File: config.mk
export PLATFORM = sky130hd
export DESIGN_NAME = fetch
export DESIGN_NICKNAME = d
export VERILOG_FILES = /design/src/rtl/fetch_pkg.sv /design/src/rtl/fetch_queue.sv /design/src/rtl/fetch.sv
export SDC_FILE = /design/constraint.sdc
export NUM_CORES = 1
export LEC_CHECK = 0
export ABC_AREA = 1
export ABC_CLOCK_PERIOD_IN_PS = 3800
export BUFFER_PORTS_ARGS = -buffer_cell sky130_fd_sc_hd__buf_4
export CORE_UTILIZATION = 44
export CTS_CLUSTER_DIAMETER = 100
export DETAILED_ROUTE_END_ITERATION = 6
export HOLD_SLACK_MARGIN = 0.08
export PLACE_DENSITY_LB_ADDON = 0.25
export SYNTH_ARGS = -nofsm -noshare
export SYNTH_HDL_FRONTEND = slang
export SYNTH_SLANG_ARGS = --single-unit
File: constraint.sdc
create_clock -name clk -period 3.8 [get_ports clk]
set_clock_uncertainty 0.2 [all_clocks]
set_input_delay 0.38 -clock clk [delete_from_list [all_inputs] [get_ports clk]]
set_output_delay 0.38 -clock clk [all_outputs]
set_load 0.01 [all_outputs]
File: src/rtl/fetch_pkg.sv
// Shared constants and the fetch-queue entry type for the instruction fetch stage.
package fetch_pkg;

  localparam int PC_W      = 27;
  localparam int INST_W    = 32;
  localparam int ADDR_W    = PC_W - 2;
  localparam int FQ_DEPTH  = 4;
  localparam int MAX_OUTST = 2;
  localparam int QCNT_W    = $clog2(FQ_DEPTH + 1);
  localparam int OUTST_W   = $clog2(MAX_OUTST + 1);

  localparam logic [INST_W-1:0] NOP_INST = 32'h0;
  localparam logic [PC_W-1:0]   RESET_PC = 27'h0;

  typedef struct packed {
    logic [PC_W-1:0]   pc;
    logic [INST_W-1:0] inst;
  } fq_entry_t;

endpackage

File: src/rtl/fetch_queue.sv
// Small synchronous FIFO with clear; used for fetched entries and for issued addresses.
module fetch_queue #(
  parameter  int W     = 8,
  parameter  int DEPTH = 4,
  localparam int CNT_W = $clog2(DEPTH + 1),
  localparam int PTR_W = (DEPTH > 1) ? $clog2(DEPTH) : 1
) (
  input  logic             clk,
  input  logic             rst,
  input  logic             clear,
  input  logic             push,
  input  logic [W-1:0]     din,
  input  logic             pop,
  output logic [W-1:0]     dout,
  output logic [CNT_W-1:0] count,
  output logic             full,
  output logic             empty
);

  logic [W-1:0]     r_mem [DEPTH];
  logic [PTR_W-1:0] r_wr_ptr;
  logic [PTR_W-1:0] r_rd_ptr;
  logic [CNT_W-1:0] r_count;
  logic             w_do_push;
  logic             w_do_pop;

  assign full      = (r_count == CNT_W'(DEPTH));
  assign empty     = (r_count == '0);
  assign count     = r_count;
  assign dout      = r_mem[r_rd_ptr];
  assign w_do_push = push && !full;
  assign w_do_pop  = pop && !empty;

  // NOTE: state registers use non-blocking assignments so every flop samples pre-edge values.
  always_ff @(posedge clk) begin
    if (rst || clear) begin
      r_wr_ptr <= '0;
      r_rd_ptr <= '0;
      r_count  <= '0;
    end else begin
      if (w_do_push)
        r_wr_ptr <= (r_wr_ptr == PTR_W'(DEPTH - 1)) ? '0 : r_wr_ptr + 1'b1;
      if (w_do_pop)
        r_rd_ptr <= (r_rd_ptr == PTR_W'(DEPTH - 1)) ? '0 : r_rd_ptr + 1'b1;
      case ({w_do_push, w_do_pop})
        2'b10:   r_count <= r_count + 1'b1;
        2'b01:   r_count <= r_count - 1'b1;
        default: r_count <= r_count;
      endcase
      assert (!(push && full));
    end
  end

  // NOTE: storage is not reset; the pointers and count alone define which entries are live.
  always_ff @(posedge clk) begin
    if (w_do_push)
      r_mem[r_wr_ptr] <= din;
  end

endmodule

File: src/rtl/fetch.sv
// Instruction fetch stage: credit-limited memory requests, in-order response queue,
// registered output to decode, and flush with kill of stale in-flight responses.
module fetch
  import fetch_pkg::*;
(
  input  logic              clk,
  input  logic              rst,
  input  logic              n_stall,
  input  logic              dec_nstall,
  input  logic              flush,
  input  logic [PC_W-1:0]   redirect_pc,
  output logic              imem_req,
  output logic [ADDR_W-1:0] imem_addr,
  input  logic              imem_valid,
  input  logic [INST_W-1:0] imem_data,
  output logic [INST_W-1:0] inst,
  output logic [PC_W-1:0]   pc,
  output logic              inst_valid
);

  logic [PC_W-1:0]    r_fetch_pc;
  logic [OUTST_W-1:0] r_outst;
  logic [OUTST_W-1:0] r_kill;
  logic [INST_W-1:0]  r_inst;
  logic [PC_W-1:0]    r_pc;
  logic               r_inst_valid;

  logic               w_consume;
  logic               w_resp;
  logic               w_kill_resp;
  logic               w_accept;
  logic               w_load;
  logic               w_q_pop;
  logic [QCNT_W:0]    w_inflight;
  logic [QCNT_W-1:0]  w_q_count;
  logic               w_q_full;
  logic               w_q_empty;
  fq_entry_t          w_q_din;
  fq_entry_t          w_q_head;
  logic [PC_W-1:0]    w_af_head;
  logic [OUTST_W-1:0] w_af_count;
  logic               w_af_full;
  logic               w_af_empty;

  assign w_consume   = n_stall && dec_nstall;
  // A response only counts when something is in flight; leftovers from before a reset are ignored.
  assign w_resp      = imem_valid && (r_outst != '0);
  assign w_kill_resp = w_resp && (r_kill != '0);
  assign w_accept    = w_resp && (r_kill == '0) && !flush && !rst;
  assign w_inflight  = {1'b0, w_q_count} + (QCNT_W + 1)'(r_outst);

  assign imem_req  = !rst && !flush && (w_inflight < (QCNT_W + 1)'(FQ_DEPTH))
                     && (r_outst < OUTST_W'(MAX_OUTST));
  assign imem_addr = r_fetch_pc[PC_W-1:2];

  assign w_load  = !r_inst_valid || w_consume;
  assign w_q_pop = w_load && !w_q_empty && !flush && !rst;
  assign w_q_din = '{pc: w_af_head, inst: imem_data};

  fetch_queue #(.W(PC_W), .DEPTH(MAX_OUTST)) u_addr_fifo (
    .clk   (clk),
    .rst   (rst),
    .clear (flush),
    .push  (imem_req),
    .din   (r_fetch_pc),
    .pop   (w_accept),
    .dout  (w_af_head),
    .count (w_af_count),
    .full  (w_af_full),
    .empty (w_af_empty)
  );

  fetch_queue #(.W($bits(fq_entry_t)), .DEPTH(FQ_DEPTH)) u_entry_fifo (
    .clk   (clk),
    .rst   (rst),
    .clear (flush),
    .push  (w_accept),
    .din   (w_q_din),
    .pop   (w_q_pop),
    .dout  (w_q_head),
    .count (w_q_count),
    .full  (w_q_full),
    .empty (w_q_empty)
  );

  always_ff @(posedge clk) begin
    if (rst) begin
      r_fetch_pc   <= RESET_PC;
      r_outst      <= '0;
      r_kill       <= '0;
      r_inst       <= NOP_INST;
      r_pc         <= '0;
      r_inst_valid <= 1'b0;
    end else if (flush) begin
      r_fetch_pc   <= {redirect_pc[PC_W-1:2], 2'b00};
      // Everything still in flight after this edge belongs to the old path.
      r_outst      <= r_outst - OUTST_W'(w_resp);
      r_kill       <= r_outst - OUTST_W'(w_resp);
      r_inst       <= NOP_INST;
      r_pc         <= '0;
      r_inst_valid <= 1'b0;
    end else begin
      if (imem_req)
        r_fetch_pc <= r_fetch_pc + PC_W'(4);
      case ({imem_req, w_resp})
        2'b10:   r_outst <= r_outst + 1'b1;
        2'b01:   r_outst <= r_outst - 1'b1;
        default: r_outst <= r_outst;
      endcase
      if (w_kill_resp)
        r_kill <= r_kill - 1'b1;
      if (w_load) begin
        if (!w_q_empty) begin
          r_inst       <= w_q_head.inst;
          r_pc         <= w_q_head.pc;
          r_inst_valid <= 1'b1;
        end else begin
          r_inst       <= NOP_INST;
          r_pc         <= '0;
          r_inst_valid <= 1'b0;
        end
      end
    end
  end

  assign inst       = r_inst;
  assign pc         = r_pc;
  assign inst_valid = r_inst_valid;

endmodule
==> Word-level counts from Yosys, hierarchy flattened <==
Memories as Yosys holds them, arrays and structs flattened. A register that Yosys moved wholly into a read port is not among the register bits.
Index checks and enable logic that the tools add are counted.
{ "word_totals": {"ff_bits": 102, "ram_bits": 290, "in_bits": 65, "out_inout_bits": 86, "elab_cells": 100, "memories": 2} }
{ "memory_table": {"columns": ["name", "words", "width", "read_ports", "rd_clocked_by_memory_dff", "write_ports", "line_no", "text"], "rows": [
  ["u_entry_fifo.r_mem", 4, 59, 1, 1, 1, "fetch_queue.sv:20", "logic [W-1:0] r_mem [DEPTH];"],
  ["u_addr_fifo.r_mem", 2, 27, 1, 1, 1, "fetch_queue.sv:20", null]
]} }
{ "classes": {"add_sub_neg": 14, "order_cmp": 2, "n_eq_ne": 10, "muxes": 23, "reduce_logical": 36} }
{ "op_table": {"columns": ["op", "n"], "rows": [
  ["$mux 27", 3],
  ["$mux 32", 1],
  ["$add 27x3->27 const B", 1],
  ["$logic_and 1x1->1", 16],
  ["$mux 2", 7],
  ["$eq 2x2->1 const B", 6],
  ["$reduce_bool 2->1", 6],
  ["$mux 1", 9],
  ["$add 2x1->2 const B", 4],
  ["$pmux 2 s2", 2],
  ["$logic_not 1->1", 7],
  ["$eq 2x1->1 const B", 3],
  ["$pmux 3 s2", 1],
  ["$sub 2x1->2 const B", 3],
  ["$add 3x2->4", 1],
  ["$logic_not 2->1", 2],
  ["$lt 4x3->1 const B", 1],
  ["$add 3x1->3 const B", 1],
  ["$eq 3x3->1 const B", 1],
  ["$logic_not 3->1", 1],
  ["$reduce_bool 3->1", 1],
  ["$sub 3x1->3 const B", 1],
  ["$add 1x1->1 const B", 2],
  ["$logic_or 1x1->1", 2],
  ["3 further kinds", 3]
]} }

==> Logic depth before layout (Yosys ltp) <==
{ "depth": {"ltp_word": 8, "ltp_mapped": 14, "ltp_nobuf": 13} }

==> Hierarchy <==
A second synthesis with hierarchy kept.
{ "unflattened": {"cells_unflattened": 1256, "area_unflattened_um2": 15518.6} }
{ "modules_own_cells": {"columns": ["module", "instances", "cells_per_inst", "area_per_inst_um2"], "rows": [
  ["fetch_queue at u_entry_fifo", 1, 642, 9232.6],
  ["fetch", 1, 492, 3991.3],
  ["fetch_queue at u_addr_fifo", 1, 122, 2294.7]
]} }

==> Worst setup path after synthesis <==
OpenSTA, ideal clock, no wires.
{ "synth_timing": {"path_type": "input port to flip-flop", "from": "input port flush", "to": "memory u_entry_fifo.r_mem[0][0] (netlist name) (enable)", "setup_time_ns": 0.472, "arrival_ns": 3.472, "required_time_ns": 3.128, "slack_ns": -0.344, "path_stages": 7, "n_path_buf": 2, "cell_sequence": "buf_6 nor2_4 buf_4 nand2_1 nor2_1 o21ai_2 nor2_1"} }
{ "synth_between": {"elab_chain_cells": 6} }
{ "synth_lines": {"columns": ["element", "line_no", "text"], "rows": [
  ["start, declared", "fetch.sv:10", "input logic flush,"],
  ["$logic_not 1->1", "fetch.sv:49", "assign w_accept = w_resp && (r_kill == '0) && !flush && !rst;"],
  ["$logic_and 1x1->1 (2 in a row)", "fetch.sv:49", null],
  ["$logic_and 1x1->1", "fetch_queue.sv:31", "assign w_do_push = push && !full;"],
  ["$mux 1", "fetch_queue.sv:56", "if (w_do_push)"],
  ["$mux 1 (implied by the code)", "fetch_queue.sv:57", "r_mem[r_wr_ptr] <= din;"],
  ["end, declared", "fetch_queue.sv:20", null]
]} }
No other way between the ends.

==> Worst setup path after layout <==
{ "layout_timing": {"from": "input port rst", "to": "register r_fetch_pc[11]"} }
{ "layout_between": {"elab_chain_cells": 5} }
{ "layout_lines": {"columns": ["element", "line_no", "text"], "rows": [
  ["start, declared", "fetch.sv:7", "input logic rst,"],
  ["$logic_not 1->1", "fetch.sv:52", "assign imem_req = !rst && !flush && (w_inflight < (QCNT_W + 1)'(FQ_DEPTH))"],
  ["$logic_and 1x1->1 (2 in a row)", "fetch.sv:52", null],
  ["$logic_and 1x1->1", "fetch.sv:53", "&& (r_outst < OUTST_W'(MAX_OUTST));"],
  ["$reduce_bool 2->1 (no source line)", null, null],
  ["end signal, assigned", "fetch.sv:95", "r_fetch_pc <= {redirect_pc[PC_W-1:2], 2'b00};"],
  ["end signal, assigned", "fetch.sv:104", "r_fetch_pc <= r_fetch_pc + PC_W'(4);"],
  ["end, declared", "fetch.sv:21", "logic [PC_W-1:0] r_fetch_pc;"]
]} }
Parallel ways exist; a longest one is shown, timed or not.
A chain may end at the register's enable or synchronous reset.

==> results.py <==
metrics = {
    "clock_network": {
        "cts.repair.resized": 0,
        "cts.clk_slew.worst_paths_ps": 60,
        "clk-insertion-delay-late_ps": 520,
        "cts_setup_buffers": 0,
        "cts_tree": "built",
        "numCtsBuffers": 40,
        "cts_buffer_depth": 3,
        "cts-root-buf": "clkbuf_16",
        "cts_max_level": 2,
        "clock-sinks": 379,
        "cts_hold_buffers": 76,
    },
    "global_routing": {
        "grt_pass1_wl_um": 50800,
        "grt_overflow": 0,
        "grt_usage_pct": 18.8,
        "antenna_found_initial": 1,
        "first_global_vias": 9811,
        "grt_max_degree": 79,
    },
    "cells_and_area": {
        "final_common_cell": "edfxtp_1",
        "synthToLayoutAreaGrowth_pct": 24.2,
        "drive_gt1_share_pct": 16.7,
        "final_nets": 1614,
        "layout.cells.non_filler": 2015,
        "final_cell_mix": "278 x edfxtp_1, 205 x nand2_1, 184 x o21ai_0",
        "final.fill_count": 2774,
    },
    "route": {
        "drc": 2,
        "vias": 10100,
        "firstDrtPassIters": 7,
        "drt_wl_total_um": 31900,
        "wl_per_cell_um": 15.8,
        "viasPerCell": 5.01,
        "drtIter0Drc": 540,
        "postRouteAntennaNets": 0,
    },
    "die": {
        "die_y_um": 186,
        "start_util_pct": 44.5,
        "die_area_mm2": 0.0346,
        "coreArea_mm2": 0.0334,
        "dieWidth_um": 186,
        "rows": 67,
        "ioPinCount": 151,
    },
    "sta": {
        "slew-limit-headroom_pct": 22.7,
        "period_minus_slack_ps": 2960,
        "tns_ps": 0,
        "hold_violations": 0,
        "maxClockFrequency_mhz": 337,
        "tightest_slew_ps": 1160,
        "rsz0062_at_grt": "no",
        "fin_crit_sh_pct": 78.0,
        "slew_violations": 0,
        "setup_viol_count_final": 0,
        "worst_hold_slack_ps": 133,
    },
    "setup_path": {
        "slowest_delay_ps": 560,
        "start_kind": "input port",
        "path_delay_family": "buffers and inverters",
        "crit_fanout": 28,
        "cpMostUsedCell": "nand2_1",
        "slowest_stage": "dlygate4sd3_1",
        "required_ps": 4000,
        "path_buf_inv": 4,
        "arrival_ps": 3170,
        "r2r-start": "r_outst[1]$_SDFFE_PP0P_",
        "end_kind": "flip-flop",
        "worstSetupPathType": "input port to flip-flop",
        "crit_start": "rst",
        "path_cells": "dlygate4sd3_1, buf_4, nor2_4, nand2_1, nor2_2, buf_4, nor2_2, nand2_1, nand2_1, a21oi_1, nor2_1, dlygate4sd3_1",
    },
    "placed_design": {
        "dp.cells": 1867,
        "finalWeightedCongestion": 0.882,
        "port_buffers": 146,
        "dp_hpwl_um": 18300,
    },
    "logic_synthesis": {
        "ys_types": 34,
        "yosys.area.top_type_share_pct": 56.0,
        "avgSynthCellArea_um2": 11.3,
        "netlist_area_mm2": 0.0149,
        "syn_inst": 1320,
        "synth-seq-cells": 379,
        "synth_top_area_cell": "edfxtp_1",
        "ys_seq_area_share_pct": 69.6,
        "synth.top_cells.by_area": "edfxtp_1 56%, dfxtp_1 14%, o21ai_0 6.2%",
        "synth-warning-count": 0,
    },
    "pwr": {
        "ir_drop_v": 0.000285,
        "power_w": 0.00880,
        "power_leakage_nw": 6.65,
        "p_per_area_mw_per_mm2": 475,
    },
    "worst_hold_path": {
        "hold_path_class": "input port to flip-flop",
        "min_from": "flush",
    },
    "outcome": {
        "status": "complete, but fails checks",
        "violations": "design-rule violations",
    },
    "job": {
        "drv_cap": 0,
    },
}
-- worst paths after layout --
path,slack (ps),cells after the start,to
worst min register to register,250,2,inst[23]$_SDFFE_PP0N_
worst min-delay path,130,3,r_fetch_pc[3]$_SDFFE_PP0P_
worst max register to register,990,11,r_fetch_pc[17]$_SDFFE_PP0P_
worst max-delay path,840,12,r_fetch_pc[11]$_SDFFE_PP0P_
-- metrics by stage --
step,utilization (%),setup slack [ps],cell area [um2]
finish,55.3,836,18500
floorplan,-,-344,14900
global route,55.3,671,18500
CTS,55.3,871,18500
global placement,49.2,1010,16500
detailed placement,49.2,1020,16500
-- cells by family (layout without fill, tap and decap cells) --
family | after synthesis | after routing | synth area share, %
other cells | 1 | 3 | 0.0252
flops | 379 | 379 | 69.6
buf+inv | 182 | 427 | 5.14
simple gates | 411 | 411 | 10.9
xor+xnor | 10 | 10 | 0.588
mux | 25 | 25 | 1.89
fa+ha+maj | 12 | 12 | 1.06
compound gates | 300 | 300 | 10.8
-- area by class of cell --
cell class,instances,area (um2),share of cell area (%)
Timing Repair Buffer,238,2040,11.0
Inverter,118,443,2.39
Tap cell,448,561,3.03
Clock buffer,53,1060,5.73
Antenna cell,1,2.50,0.0135
Multi-Input combinational cell,760,3800,20.5
Clock inverter,18,224,1.21
Sequential cell,379,10400,56.1
-- sequential cells by signal, indices dropped and copies added, names as in the netlist, named ones only --
name / cells
pc: 25
inst_valid: 1
inst: 32
u_addr_fifo.r_wr_ptr: 1
u_entry_fifo.r_mem: 228
u_addr_fifo.r_rd_ptr: 1
u_entry_fifo.r_wr_ptr: 2
u_entry_fifo.r_rd_ptr: 2
u_entry_fifo.count: 3
r_outst: 2
r_fetch_pc: 25
u_addr_fifo.count: 2
u_addr_fifo.r_mem: 50
r_kill: 2
-- report_power, final --
group / switching (W) / internal [W]
Clock: 0.00152 / 0.00230
Combinational: 0.000213 / 0.000194
Sequential: 0.0000571 / 0.00450
-- synthesized netlist by cell type, drive strengths merged --
cell	count
nand3	26
o21a	2
xnor2	4
buf	25
or2	1
a31oi	7
o21ai	201
a211oi	1
inv	118
conb	1
o211a	1
o22ai	57
dfxtp	101
a21oi	31
nor3	1
xor2	6
nor2	175
edfxtp	278
nand2	206
ha	11
fa	1
mux2	25
and2	2
clkbuf	39
-- metal layers --
layer	up-vias	routed length, um	global-route usage [%]
met3	33	1710	3.25
met4	0	490	4.89
met2	271	15400	31.9
met5	-	0	0
met1	4811	14300	24.8
li1	4983	-	-
-- worst min-delay path: cells and delay by family --
family	cells	cell delay (ps)
AOI/OAI and AO/OA	1	70
buffers and inverters	1	240
and+or+nand+nor	1	110
Power figures use the tool's default switching activity.
